<file path="src/rtl/circuito_exp4_desafio.sv">
`default_nettype none
// ============================================================================
// Module      : circuito_exp4_desafio
// Description : Memory game. The player repeats a 16-entry one-hot ROM
//               sequence on four buttons, with a per-play timeout.
// Revision    : 1.0 - initial release
// ============================================================================
module circuito_exp4_desafio #(
    parameter int TIMEOUT = 3000
) (
    input  logic       clock,
    input  logic       reset,
    input  logic       iniciar,
    input  logic [3:0] chaves,
    output logic       acertou,
    output logic       errou,
    output logic       pronto,
    output logic [3:0] leds,
    output logic       db_igual,
    output logic       db_timeout,
    output logic [6:0] db_contagem,
    output logic [6:0] db_memoria,
    output logic [6:0] db_estado,
    output logic [6:0] db_jogadafeita,
    output logic       db_clock,
    output logic       db_iniciar,
    output logic       db_tem_jogada
);

    localparam int              C_TW    = (TIMEOUT > 1) ? $clog2(TIMEOUT) : 1;
    localparam logic [C_TW-1:0] C_TLAST = C_TW'(TIMEOUT - 1);

    typedef enum logic [3:0] {
        INICIAL     = 4'h0,
        PREPARACAO  = 4'h1,
        ESPERA      = 4'h2,
        REGISTRA    = 4'h4,
        COMPARA     = 4'h5,
        PROXIMO     = 4'h6,
        FIM_ACERTO  = 4'hA,
        FIM_TIMEOUT = 4'hD,
        FIM_ERRO    = 4'hE
    } estado_t;

    estado_t         r_estado;
    estado_t         w_estado_next;
    logic [3:0]      r_endereco;
    logic [3:0]      r_jogada;
    logic [3:0]      r_dado;
    logic [C_TW-1:0] r_tempo;
    logic            r_jogada_ant;
    logic            r_tem_jogada;
    logic            r_acertou;
    logic            r_errou;
    logic            r_pronto;
    logic            r_timeout;
    logic            w_jogada;
    logic            w_igual;
    logic            w_fim_tempo;

    function automatic logic [3:0] rom(input logic [3:0] a);
        case (a)
            4'd0, 4'd6, 4'd7, 4'd14:          rom = 4'b0001;
            4'd1, 4'd5, 4'd8, 4'd9:           rom = 4'b0010;
            4'd2, 4'd4, 4'd10, 4'd11, 4'd15:  rom = 4'b0100;
            default:                          rom = 4'b1000;
        endcase
    endfunction

    // Active-low segments, bit order g..a
    function automatic logic [6:0] hex7(input logic [3:0] v);
        case (v)
            4'h0: hex7 = 7'h40;  4'h1: hex7 = 7'h79;  4'h2: hex7 = 7'h24;  4'h3: hex7 = 7'h30;
            4'h4: hex7 = 7'h19;  4'h5: hex7 = 7'h12;  4'h6: hex7 = 7'h02;  4'h7: hex7 = 7'h78;
            4'h8: hex7 = 7'h00;  4'h9: hex7 = 7'h10;  4'hA: hex7 = 7'h08;  4'hB: hex7 = 7'h03;
            4'hC: hex7 = 7'h46;  4'hD: hex7 = 7'h21;  4'hE: hex7 = 7'h06;  default: hex7 = 7'h0E;
        endcase
    endfunction

    assign w_jogada    = |chaves;
    assign w_igual     = (r_jogada == r_dado);
    assign w_fim_tempo = (r_tempo == C_TLAST);

    // Datapath: ROM output is registered, so it trails the address by a cycle;
    // the FSM never compares within that cycle.
    always_ff @(posedge clock) begin
        if (reset) begin
            r_endereco   <= 4'd0;
            r_jogada     <= 4'd0;
            r_dado       <= 4'd0;
            r_tempo      <= '0;
            r_jogada_ant <= 1'b0;
            r_tem_jogada <= 1'b0;
        end else begin
            r_jogada_ant <= w_jogada;
            r_tem_jogada <= w_jogada & ~r_jogada_ant;
            r_dado       <= rom(r_endereco);
            case (r_estado)
                PREPARACAO: begin
                    r_endereco <= 4'd0;
                    r_jogada   <= 4'd0;
                    r_tempo    <= '0;
                end
                ESPERA:   r_tempo  <= w_fim_tempo ? '0 : r_tempo + C_TW'(1);
                REGISTRA: r_jogada <= chaves;
                PROXIMO: begin
                    r_endereco <= r_endereco + 4'd1;
                    r_tempo    <= '0;
                end
                default: ;
            endcase
        end
    end

    always_comb begin
        w_estado_next = INICIAL;
        case (r_estado)
            INICIAL:    w_estado_next = iniciar ? PREPARACAO : INICIAL;
            PREPARACAO: w_estado_next = ESPERA;
            ESPERA: begin
                if (r_tem_jogada)     w_estado_next = REGISTRA;
                else if (w_fim_tempo) w_estado_next = FIM_TIMEOUT;
                else                  w_estado_next = ESPERA;
            end
            REGISTRA:   w_estado_next = COMPARA;
            COMPARA: begin
                if (!w_igual)                 w_estado_next = FIM_ERRO;
                else if (r_endereco == 4'hF)  w_estado_next = FIM_ACERTO;
                else                          w_estado_next = PROXIMO;
            end
            PROXIMO:    w_estado_next = ESPERA;
            FIM_ACERTO, FIM_ERRO, FIM_TIMEOUT:
                        w_estado_next = iniciar ? PREPARACAO : r_estado;
            default:    w_estado_next = INICIAL;
        endcase
    end

    // Flags are registered from the next state so they align with r_estado.
    always_ff @(posedge clock) begin
        if (reset) begin
            r_estado  <= INICIAL;
            r_acertou <= 1'b0;
            r_errou   <= 1'b0;
            r_pronto  <= 1'b0;
            r_timeout <= 1'b0;
        end else begin
            r_estado  <= w_estado_next;
            r_acertou <= (w_estado_next == FIM_ACERTO);
            r_errou   <= (w_estado_next == FIM_ERRO) || (w_estado_next == FIM_TIMEOUT);
            r_pronto  <= (w_estado_next == FIM_ACERTO) || (w_estado_next == FIM_ERRO) ||
                         (w_estado_next == FIM_TIMEOUT);
            r_timeout <= (w_estado_next == FIM_TIMEOUT);
        end
    end

    assign acertou        = r_acertou;
    assign errou          = r_errou;
    assign pronto         = r_pronto;
    assign db_timeout     = r_timeout;
    assign leds           = r_jogada;
    assign db_igual       = w_igual;
    assign db_contagem    = hex7(r_endereco);
    assign db_memoria     = hex7(r_dado);
    assign db_estado      = hex7(r_estado);
    assign db_jogadafeita = hex7(r_jogada);
    assign db_clock       = clock;
    assign db_iniciar     = iniciar;
    assign db_tem_jogada  = r_tem_jogada;

endmodule
`default_nettype wire

</file>
<file path="config.mk">
export PLATFORM = sky130hd
export DESIGN_NAME = circuito_exp4_desafio
export DESIGN_NICKNAME = d
export VERILOG_FILES = /design/src/rtl/circuito_exp4_desafio.sv
export SDC_FILE = /design/constraint.sdc
export NUM_CORES = 1
export LEC_CHECK = 0
export BUFFER_PORTS_ARGS = -buffer_cell sky130_fd_sc_hd__buf_2
export CAP_MARGIN = 15
export CORE_MARGIN = 2
export CORE_UTILIZATION = 48
export DETAILED_ROUTE_END_ITERATION = 7
export PLACE_DENSITY_LB_ADDON = 0.3
export SYNTH_ARGS = -nofsm -noshare
export SYNTH_HDL_FRONTEND = slang
export SYNTH_SLANG_ARGS = --single-unit
</file>
<file path="constraint.sdc">
create_clock -name clock -period 6 [get_ports clock]
set_input_delay 0.6 -clock clock [delete_from_list [all_inputs] [get_ports clock]]
set_output_delay 0.6 -clock clock [all_outputs]
set_load 0.02 [all_outputs]
</file>
Word-level counts from Yosys, hierarchy flattened
Memory sizes are Yosys's and may differ from the RTL's. A register that Yosys moved wholly into a read port is not among the register bits.
Cells that the tools add are included.
{"block": "op_classes", "n_bitwise": 2, "add_sub_neg": 2, "eq_ne": 14, "reduce_logical": 10, "mux": 16}
{"operator": "4-bit two-way mux", "n": 10}
{"operator": "4-bit == test, second input constant", "n": 7}
{"operator": "12-bit one-hot mux with 2 select lines", "n": 1}
{"operator": "4-bit one-hot mux with 6 select lines", "n": 1}
{"operator": "4-bit one-hot mux with 2 select lines", "n": 2}
{"operator": "12-bit by 1-bit adder with 12-bit output, second input constant", "n": 1}
{"operator": "12-bit == test, second input constant", "n": 1}
{"operator": "4-bit by 3-bit == test with 1-bit output, second input constant", "n": 3}
{"operator": "12-bit two-way mux", "n": 1}
{"operator": "2-bit nonzero test", "n": 3}
{"operator": "4-bit by 1-bit adder with 4-bit output, second input constant", "n": 1}
{"operator": "4-bit by 1-bit == test with 1-bit output, second input constant", "n": 1}
{"operator": "4-bit by 2-bit == test with 1-bit output, second input constant", "n": 1}
{"operator": "4-bit == test", "n": 1}
{"operator": "4-bit logical NOT", "n": 1}
{"operator": "4-bit OR reduction", "n": 1}
{"operator": "1-bit logical OR", "n": 3}
{"operator": "3-bit OR reduction", "n": 1}
{"operator": "2-bit OR reduction", "n": 1}
{"operator": "1-bit AND", "n": 1}
{"operator": "1-bit two-way mux", "n": 1}
{"operator": "1-bit NOT", "n": 1}
{"block": "word_totals", "rom_bits": 512, "in_bits": 7, "out_inout_bits": 40, "n_memories": 5, "register_bits": 30, "word_cells": 59}
{"name": "(no name shown)", "depth": 16, "word_bits": 7, "read_ports": 1, "rd_clocked_by_memory_dff": 1, "write_ports": 0, "line_no": "72", "text": "case (v)"}
{"name": "(no name shown)", "depth": 16, "word_bits": 7, "read_ports": 1, "rd_clocked_by_memory_dff": 1, "write_ports": 0, "line_no": "72"}
{"name": "(no name shown)", "depth": 16, "word_bits": 7, "read_ports": 1, "rd_clocked_by_memory_dff": 0, "write_ports": 0, "line_no": "72"}
{"name": "(no name shown)", "depth": 16, "word_bits": 7, "read_ports": 1, "rd_clocked_by_memory_dff": 1, "write_ports": 0, "line_no": "72"}
{"name": "(no name shown)", "depth": 16, "word_bits": 4, "read_ports": 1, "rd_clocked_by_memory_dff": 1, "write_ports": 0, "line_no": "62", "text": "case (a)"}

Logic depth before layout (Yosys ltp)
Gate-level depths: netlist of run 1.
{"block": "logic_depth", "depth_word": 7, "ltp_mapped": 11}

==> summary.md, run 1 <==
| Metric | Value |
|---|---|
| Met3 routing resource usage after global routing | 3.41% |
| Critical path class | clock port to output pin |
| Violation count after the first detailed-routing iteration | between 100 and 150 |
| Core region area | about 6700 um2 |
| Overflow left after global routing | 0 |
| Effective utilization at floorplan | between 40% and 50% |
| Critical path destination | db_clock |
| Count of different cell masters after synthesis | 62 |
| Drt total wl | slightly below 7 mm |
| Number of antenna cells inserted | 0 |
| RSZ-0062 raised after global routing | false |
| Nets@finish | between 400 and 500 |
| Crit Reg-Reg Startpoint | r_estado[0] |
| Top cell type's share of synthesized area | about 33% |
| Max cap viols | 0 |
| Total of flip-flops plus latches after synthesis | 55 |
| Filler instances | 630 |
| CTS tree | built |
| Number of antenna violations at the first check in global routing | 0 |
| Cell depth of the worst flop-to-flop path | 8 |
| I/O Pins | between 40 and 50 |
| Status | finished clean |
| Die Height | roughly 87 um |
| Post-CTS setup buffer count | 0 |
| Proportion of layout cells with a drive suffix above 1 | 18.2% |
| Nature of the critical path startpoint | clock port |
| Max Clock Skew | between 0.006 and 0.007 ns |
| Routed via count divided by cell count | 5.54 |
| Final number of max-transition violations | 0 |
| Slowest stage cell on the critical path | sky130_fd_sc_hd__buf_2 |
| Cells along the critical path | clkbuf_8 -> clkbuf_8 -> buf_2 |
| Cell leakage power | ~1.6 nW |
| Global-route met2 utilization | a little under a third |
| Pwr Density | 312 nW/um2 |
| Endpoint type of the worst setup path | output pin |
| Maximum resistive drop on vdd | 0.000131 V |
| Transition at the pin with the smallest max-transition slack | roughly 0.87 ns |
| Post-synthesis cell type with the largest combined area | sky130_fd_sc_hd__dfxtp_1 |
| Share of synthesized flip-flops with an asynchronous set or reset | 0% |
| Avg WL per Cell | 13.8 um |
| Sequential share of the synthesized area | between 30% and 40% |
| Number of flops mapped to enable cells by yosys | 0 |
| Number of cells on the worst hold path | 1 |
| Width of the die | 87.1 um |
| Number of hold-repair buffers added at the cts stage | 0 |
| Busiest layer in global routing | met2 |
| Synthesized Nets | roughly 410 |
| RD Place Congestion | 0.838 |
| Worst min-delay path class | flip-flop to flip-flop |
| Yosys warnings | 0 |
| Worst-path clk slew | around 0.090 ns |
| Vias in the first global route | ~2500 |
| Register-to-register setup slack | around 3.1 ns |
| Crit-path max FO | 2 |
| Synth-to-layout area growth | 11.5% |
| Total track usage | about a fifth |
| Antenna Violating Nets Remaining | 0 |
| Final Hold Vio Count | 0 |
| Post-synthesis average cell area | 8.91 um2 |
| Critical register-to-register path endpoint | db_contagem[3] |
| Global-route track usage on met1 | 25.7% |
| Setup TNS after final layout | 0 ns |
| Half-perimeter wire length of the detailed placement result | 5.01 mm |
| Synth area leaders | sky130_fd_sc_hd__dfxtp_1 33%, sky130_fd_sc_hd__ha_1 11%, sky130_fd_sc_hd__mux2i_1 5.4% |
| Area used by multi-input combinational logic | about 2000 um2 |
| Launching element of the worst setup path | clock |
| Number of search-and-repair iterations in the first detailed-routing pass | 4 |
| Cts repair resizes | 0 |
| Final number of setup-violating endpoints | 0 |
| Cell area after synthesis | around 3300 um2 |
| Cell Rows | 30 |
| Placed insts | between 400 and 500 |
| Area of the die | 7590 um2 |
| Dominant register cell in the synthesized netlist | sky130_fd_sc_hd__dfxtp_1 |
| Slowest stage delay, CP | around 0.15 ns |
| Final cell count without fillers | about 490 |
| Cell count after synthesis | approximately 370 |
| Critical path data required time | 5.40 ns |
| FF+latch area | roughly 1100 um2 |
| Maximum number of pins on one net before global-route repair | 35 |
| Max-slew headroom | a little over two fifths |
| Cell seen most often among critical-path stages | sky130_fd_sc_hd__clkbuf_8 |
| Insertion delay of the later-clocked pin in the worst-skew pair | between 0.4 and 0.5 ns |
| WP data arrival | 3.37 ns |
| Remaining routing DRC violations | 0 |
| Wire length of the first global-routing pass | 11.7 mm |
| Total of buffers placed on input and output ports | 46 |
| Count of vias placed by the detailed router | 2725 |
power by group:
| part | internal [mW] | switching [mW] |
|---|---|---|
| Combinational | 0.157 | 0.249 |
| Sequential | 0.416 | 0.0471 |
| Clock | 0.152 | 0.133 |
| Total | 0.725 | 0.428 |
cells in the final DEF, fill, tap and decap left out, types with 6 or more instances in the layout:
master	n
sky130_fd_sc_hd__a21oi_1	17
sky130_fd_sc_hd__nand2_1	24
sky130_fd_sc_hd__and2_1	7
sky130_fd_sc_hd__inv_1	29
sky130_fd_sc_hd__xor2_1	10
sky130_fd_sc_hd__dfxtp_1	55
sky130_fd_sc_hd__o21ai_0	7
sky130_fd_sc_hd__clkbuf_8	10
sky130_fd_sc_hd__ha_1	30
sky130_fd_sc_hd__nor2_1	37
sky130_fd_sc_hd__buf_2	46
sky130_fd_sc_hd__nand3_1	10
sky130_fd_sc_hd__a22o_1	6
sky130_fd_sc_hd__mux2i_1	18
sky130_fd_sc_hd__o22ai_1	8
per-stage QoR:
stage | hold WS (ns) | total power [mW] | area [um2] | setup WS [ns] | util, %
2_1_floorplan | 0.373 | 0.790 | 3310 | 2.27 | -
3_3_place_gp | 0.377 | 0.885 | 3550 | 2.26 | 52.9
3_5_place_dp | 0.384 | 0.891 | 3550 | 2.26 | 52.9
4_1_cts | 0.398 | 1.16 | 3700 | 2.03 | 55.0
5_1_grt | 0.405 | 1.23 | 3700 | 2.02 | 55.0
6_report | 0.396 | 1.15 | 3700 | 2.03 | 55.0
cell families (layout without fill, tap and decap cells):
kind of cell | after synthesis | after routing | synth area share [%]
XOR/XNOR | 14 | 14 | 3.70
multiplexers | 23 | 23 | 8.27
AO/OA/AOI/OAI | 77 | 77 | 16.3
AND/OR/NAND/NOR | 127 | 127 | 21.2
flip-flops | 55 | 55 | 33.2
adder cells (fa/ha/maj) | 30 | 30 | 11.3
buffers and inverters | 46 | 86 | 6.00
synth_stat cells, drive strengths merged (3+ instances only):
| master | count |
|---|---|
| dfxtp | 55 |
| nor2 | 38 |
| ha | 30 |
| inv | 29 |
| nand2 | 24 |
| mux2i | 18 |
| a21oi | 17 |
| clkbuf | 10 |
| nand3 | 10 |
| xor2 | 10 |
| and2 | 9 |
| nor3 | 8 |
| o22ai | 8 |
| buf | 7 |
| o21ai | 7 |
| a22o | 6 |
| a211o | 5 |
| a211oi | 5 |
| a31oi | 5 |
| nand4 | 5 |
| nor2b | 5 |
| nand2b | 4 |
| xnor2 | 4 |
| a21o | 3 |
| and3 | 3 |
| and3b | 3 |
| mux4 | 3 |
| nor3b | 3 |
| o32ai | 3 |
| or2 | 3 |
layout make-up:
cell class | instances | area share, %
Sequential cell | 55 | 29.8
Clock buffer | 12 | 3.96
Inverter | 29 | 2.95
Timing Repair Buffer | 45 | 6.09
Multi-Input combinational cell | 271 | 54.5
Tap cell | 80 | 2.71
worst max-delay path, delay by kind of cell:
kind	cells	cell delay, ns
buffers and inverters	3	0.37
metal layers:
layer / routed length (um) / vias to the layer above / share of wire (%)
met5: 0 / - / 0
met4: 73 / 0 / 1.1
met3: 256 / 6 / 3.8
met2: 3130 / 53 / 46
met1: 3320 / 1277 / 49
li1: - / 1389 / -
sequential cells by signal (all words and copies together), names as in the netlist, 4 cells and up:
name,count
leds,4
r_estado,4
db_jogadafeita,7
db_estado,7
db_contagem,7
r_dado,4
r_tempo,12
r_endereco,4
worst min path at each step:
| stage | from | endpoint |
|---|---|---|
| detailed placement | r_jogada_ant | db_tem_jogada |
| global route | r_jogada_ant | db_tem_jogada |
| global placement | r_jogada_ant | db_tem_jogada |
| finish | r_jogada_ant | db_tem_jogada |
| CTS | r_jogada_ant | db_tem_jogada |
| floorplan | r_jogada_ant | db_tem_jogada |
(Power assumes the default switching activity.)
==> inputs of run 2 (changes only) <==
Clock period 6 ns to 3.3 ns, I/O delays scaled along.
==> run 2 against run 1 <==
- sequential share of layout area shrank 0.12 points
- count of clock-buffer cells in the layout unchanged
- critical path depth up 5
- clock power is 82% higher
- final cell count is 0.41% higher
- combinational power rose by 82%
- highest routed layer unchanged
==> summary.md, run 2 (same netlist as run 1, synthesis figures left out) <==
| Metric | Value |
|---|---|
| Status | finished clean |
| WP data arrival | roughly 3.3 ns |
| Total of buffers placed on input and output ports | 46 |
| Crit Reg-Reg Startpoint | r_estado[0] |
| Avg WL per Cell | 13.7 um |
| Half-perimeter wire length of the detailed placement result | approximately 5.0 mm |
| Number of search-and-repair iterations in the first detailed-routing pass | 4 |
| Critical path class | flip-flop to flip-flop |
| Most frequent cells in the layout | 55 x sky130_fd_sc_hd__dfxtp_1, 46 x sky130_fd_sc_hd__buf_2, 37 x sky130_fd_sc_hd__nor2_1 |
| Number of hold-repair buffers added at the cts stage | 0 |
| Overflow left after global routing | 0 |
| Routed via count divided by cell count | 5.53 |
| Register ranked first by flip-flop count | r_tempo |
| Worst min-delay path class | input pin to flip-flop |
| I/O Pins | 47 |
| Max-slew headroom | between 40% and 50% |
| RD Place Congestion | 0.932 |
| Total track usage | between 10% and 20% |
| RSZ-0062 raised after global routing | false |
| Critical path destination | db_contagem[3] |
| Maximum number of pins on one net before global-route repair | 33 |
| Number of antenna cells inserted | 0 |
| Nets@finish | 450 |
| Part of the cycle the worst path needs | around nine tenths |
| Core region area | roughly 6700 um2 |
| Die Height | a little under 90 um |
| Wire length of the first global-routing pass | approximately 11 mm |
| Worst-path clk slew | ~0.090 ns |
| Largest register FFs | 12 |
| Crit-path max FO | 17 |
| Area of the die | between 7000 and 8000 um2 |
| Final min period | ~3.0 ns |
| Final number of setup-violating endpoints | 0 |
| Synth-to-layout area growth | 12.0% |
| Final Hold Vio Count | 0 |
| Leading cell type in the layout, fill and taps excluded | sky130_fd_sc_hd__dfxtp_1 |
| Cell Rows | 30 |
| Filler instances | approximately 610 |
| Maximum resistive drop on vdd | 0.000313 V |
| Nature of the critical path startpoint | flip-flop |
| Critical path data required time | between 3 and 4 ns |
| Endpoint type of the worst setup path | flip-flop |
| Final number of max-transition violations | 0 |
| Width of the die | about 87 um |
| Drt total wl | roughly 6.8 mm |
| Vias in the first global route | 2434 |
| Remaining routing DRC violations | 0 |
| Antenna Violating Nets Remaining | 0 |
| Insertion delay of the later-clocked pin in the worst-skew pair | 0.41 ns |
| Proportion of layout cells with a drive suffix above 1 | between 10% and 20% |
| Post-CTS setup buffer count | 0 |
| Number of antenna violations at the first check in global routing | 0 |
| Max cap viols | 0 |
| Launching element of the worst setup path | r_estado[0] |
| Transition at the pin with the smallest max-transition slack | roughly 0.75 ns |
| Count of vias placed by the detailed router | 2733 |
| Register-to-register setup slack | 0.34 ns |
| Cell depth of the worst flop-to-flop path | 8 |
| Maximum clock rate | about 0.34 GHz |
| Critical register-to-register path endpoint | db_contagem[3] |
| Effective utilization at floorplan | 49.3% |
| Cts repair resizes | 0 |
| Cell leakage power | 1.63 nW |
| FF+latch area | 1100 um2 |
| Post-layout util | approximately 55% |
| Area used by multi-input combinational logic | between 2000 and 2500 um2 |
| CTS tree | built |
| Max Clock Skew | 0.00763 ns |
| Setup TNS after final layout | 0 ns |
| Violation count after the first detailed-routing iteration | 159 |
| Pwr Density | ~570 nW/um2 |
## run 2: changes by cell type in the layout (fill, tap and decap cells not counted), sizes merged
cell	previous run	this run
buf	46	48
## run 2: layout make-up
type                       instances  area share [%]
multi-input combinational        271            54.3
sequential                        55            29.7
inverter                          29            2.93
clock buffer                      12            3.94
timing repair buffer              47            6.47
tap                               80            2.70
## run 2: critical path: stages, from the launching register on
cell                       delay (ns)
sky130_fd_sc_hd__dfxtp_1         0.65
sky130_fd_sc_hd__inv_1           0.22
sky130_fd_sc_hd__nand4_1         0.15
sky130_fd_sc_hd__a21oi_1         0.10
sky130_fd_sc_hd__a211oi_1        0.67
sky130_fd_sc_hd__inv_1           0.24
sky130_fd_sc_hd__ha_1            0.34
sky130_fd_sc_hd__inv_1           0.04
sky130_fd_sc_hd__mux4_2          0.44
## run 2: worst min-delay path by stage
stage / end / slack, ns / cells after the start / from
finish: r_jogada_ant / 0.16 / 3 / chaves[1]
detailed placement: db_tem_jogada / 0.38 / 1 / r_jogada_ant
CTS: r_jogada_ant / 0.15 / 3 / chaves[1]
global route: r_jogada_ant / 0.20 / 3 / chaves[1]
floorplan: db_tem_jogada / 0.37 / 1 / r_jogada_ant
global placement: db_tem_jogada / 0.38 / 1 / r_jogada_ant
## run 2: through the flow
| step | setup WS, ns | power, mW | cell area, um2 | instances | hold WS, ns |
|---|---|---|---|---|---|
| 5_1_grt | 0.0889 | 2.23 | 3710 | 494 | 0.197 |
| 6_report | 0.342 | 2.10 | 3710 | 494 | 0.162 |
| 3_3_place_gp | 0.592 | 1.61 | 3570 | 483 | 0.377 |
| 4_1_cts | 0.407 | 2.11 | 3710 | 494 | 0.154 |
| 3_5_place_dp | 0.429 | 1.62 | 3570 | 483 | 0.384 |
| 2_1_floorplan | 0.912 | 1.44 | 3310 | 372 | 0.373 |
## run 2: power by group
group	leakage [nW]	total, mW	switching (mW)	internal, mW
sequential	0.447	0.839	0.0830	0.756
combinational	1.11	0.740	0.453	0.287
clock	0.0770	0.519	0.242	0.277
total	1.63	2.10	0.778	1.32
## run 2: routing by layer
metal  vias up  wire length [um]  global-route usage [%]
li1       1395                 -                       -
met5         -                 0                       0
met4         0                65                    5.31
met3         5               239                    3.32
met2        56              3140                    30.0
met1      1277              3340                    25.3
==> inputs of run 3 (changes only) <==
Settings changed: REMOVE_ABC_BUFFERS set to 1.
==> run 3 against run 2 <==
- die area unchanged
- global-route usage is 0.55 points higher
- total power fell by 0.59%
- clock skew fell by 0.0014 ns
- non-clock buffer count is the same
- sequential power about the same
- critical endpoint unchanged
- largest cell class unchanged
- largest power group unchanged
==> summary.md, run 3 (same netlist as run 1, synthesis figures left out) <==
| Metric | Value |
|---|---|
| Count of vias placed by the detailed router | about 2800 |
| Number of antenna cells inserted | 0 |
| Pwr Density | 564 nW/um2 |
| Total of buffers placed on input and output ports | 46 |
| Nature of the critical path startpoint | flip-flop |
| Antenna Violating Nets Remaining | 0 |
| Register-to-register setup slack | roughly 0.43 ns |
| Final number of setup-violating endpoints | 0 |
| CTS tree | built |
| Endpoint type of the worst setup path | flip-flop |
| Number of antenna violations at the first check in global routing | 0 |
| Setup slack after placement | slightly above 0.5 ns |
| Width of the die | around 87 um |
| Part of the cycle the worst path needs | 87.1% |
| Maximum resistive drop on vdd | between 0.0004 and 0.0005 V |
| Insertion delay of the later-clocked pin in the worst-skew pair | between 0.4 and 0.5 ns |
| Avg WL per Cell | between 10 and 15 um |
| RSZ-0062 raised after global routing | false |
| Overflow left after global routing | 0 |
| Transition at the pin with the smallest max-transition slack | 0.736 ns |
| Critical path data required time | about 3.6 ns |
| Core region area | ~6700 um2 |
| Violation count after the first detailed-routing iteration | 136 |
| Wire length of the first global-routing pass | 11.5 mm |
| Maximum clock rate | 0.348 GHz |
| Cell leakage power | 1.63 nW |
| Setup slack of the critical path after layout | 0.425 ns |
| Number of search-and-repair iterations in the first detailed-routing pass | 4 |
| Leading cell type in the layout, fill and taps excluded | sky130_fd_sc_hd__dfxtp_1 |
| Most frequent cells in the layout | 55 x sky130_fd_sc_hd__dfxtp_1, 46 x sky130_fd_sc_hd__buf_2, 37 x sky130_fd_sc_hd__nor2_1 |
| Critical path class | flip-flop to flip-flop |
| WP data arrival | roughly 3.2 ns |
| Cell Rows | 30 |
| Area of the die | around 7600 um2 |
| Crit-path max FO | 17 |
| Final hold slack | 0.167 ns |
| Final min period | 2.87 ns |
| Maximum number of pins on one net before global-route repair | 24 |
| Half-perimeter wire length of the detailed placement result | 5.22 mm |
| Final number of max-transition violations | 0 |
| Post-layout util | between 50% and 60% |
| Final Hold Vio Count | 0 |
| Largest register FFs | 12 |
| Proportion of layout cells with a drive suffix above 1 | approximately a fifth |
| Register ranked first by flip-flop count | r_tempo |
| Drt total wl | approximately 7.0 mm |
| Vias in the first global route | 2498 |
| Synth-to-layout area growth | 11.6% |
| Placed insts | between 400 and 500 |
| Effective utilization at floorplan | 49.3% |
| Status | finished clean |
| I/O Pins | between 40 and 50 |
| Max-slew headroom | slightly above 50% |
| Final cell count without fillers | slightly below 500 |
| Die Height | just under 90 um |
| Total track usage | between 10% and 20% |
| Setup TNS after final layout | 0 ns |
| RD Place Congestion | around 0.88 |
| Cts repair resizes | 0 |
| Remaining routing DRC violations | 0 |
| Number of hold-repair buffers added at the cts stage | 0 |
| Max Clock Skew | 0.00623 ns |
| Routed via count divided by cell count | ~5.6 |
| Post-CTS setup buffer count | 0 |
| Worst-path clk slew | 0.10 ns |
| Max cap viols | 0 |
| Nets@finish | 450 |
| Worst min-delay path class | input pin to flip-flop |
run 3: path summary, 6_finish.rpt:
path	from	end	cells past startpoint
hold reg to reg	r_jogada_ant	db_tem_jogada	1
setup reg to reg	r_estado[2]	db_contagem[3]	7
setup / recovery	r_estado[2]	db_contagem[3]	7
hold / removal	chaves[0]	r_jogada_ant	3
run 3: critical path, stage by stage (launching register included):
cell and delay [ns]:
sky130_fd_sc_hd__dfxtp_1 0.64, sky130_fd_sc_hd__and4bb_2 0.35, sky130_fd_sc_hd__inv_1 0.07, sky130_fd_sc_hd__a211oi_1 0.65, sky130_fd_sc_hd__inv_1 0.22, sky130_fd_sc_hd__ha_1 0.34
sky130_fd_sc_hd__inv_1 0.04, sky130_fd_sc_hd__mux4_2 0.44
run 3: power breakdown:
part | total [mW] | internal (mW) | leakage (nW) | switching [mW]
clock network | 0.505 | 0.251 | 0.0726 | 0.254
logic | 0.743 | 0.287 | 1.11 | 0.456
registers | 0.837 | 0.756 | 0.447 | 0.0816
total | 2.09 | 1.29 | 1.63 | 0.791
run 3: area by class of cell:
type                    instances  area, um2
fillers                       611       3020
multi-input cells             271       2010
flip-flops and latches         55       1100
repair buffers                 47        240
clock buffers                  10        129
inverters                      29        109
well taps                      80        100
clock inverters                 1       5.00
run 3: through the flow:
step | area [um2] | power [mW]
finish | 3700 | 2.09
global route | 3700 | 2.22
CTS | 3700 | 2.11
detailed placement | 3570 | 1.62
global placement | 3570 | 1.61
floorplan | 3220 | 1.38
run 3: routing by layer:
metal,vias up,track usage [%],share of wire [%]
met4,0,8.67,1.4
met3,11,4.36,3.9
li1,1392,-,-
met1,1291,24.8,48
met2,62,30.0,47
met5,-,0,0
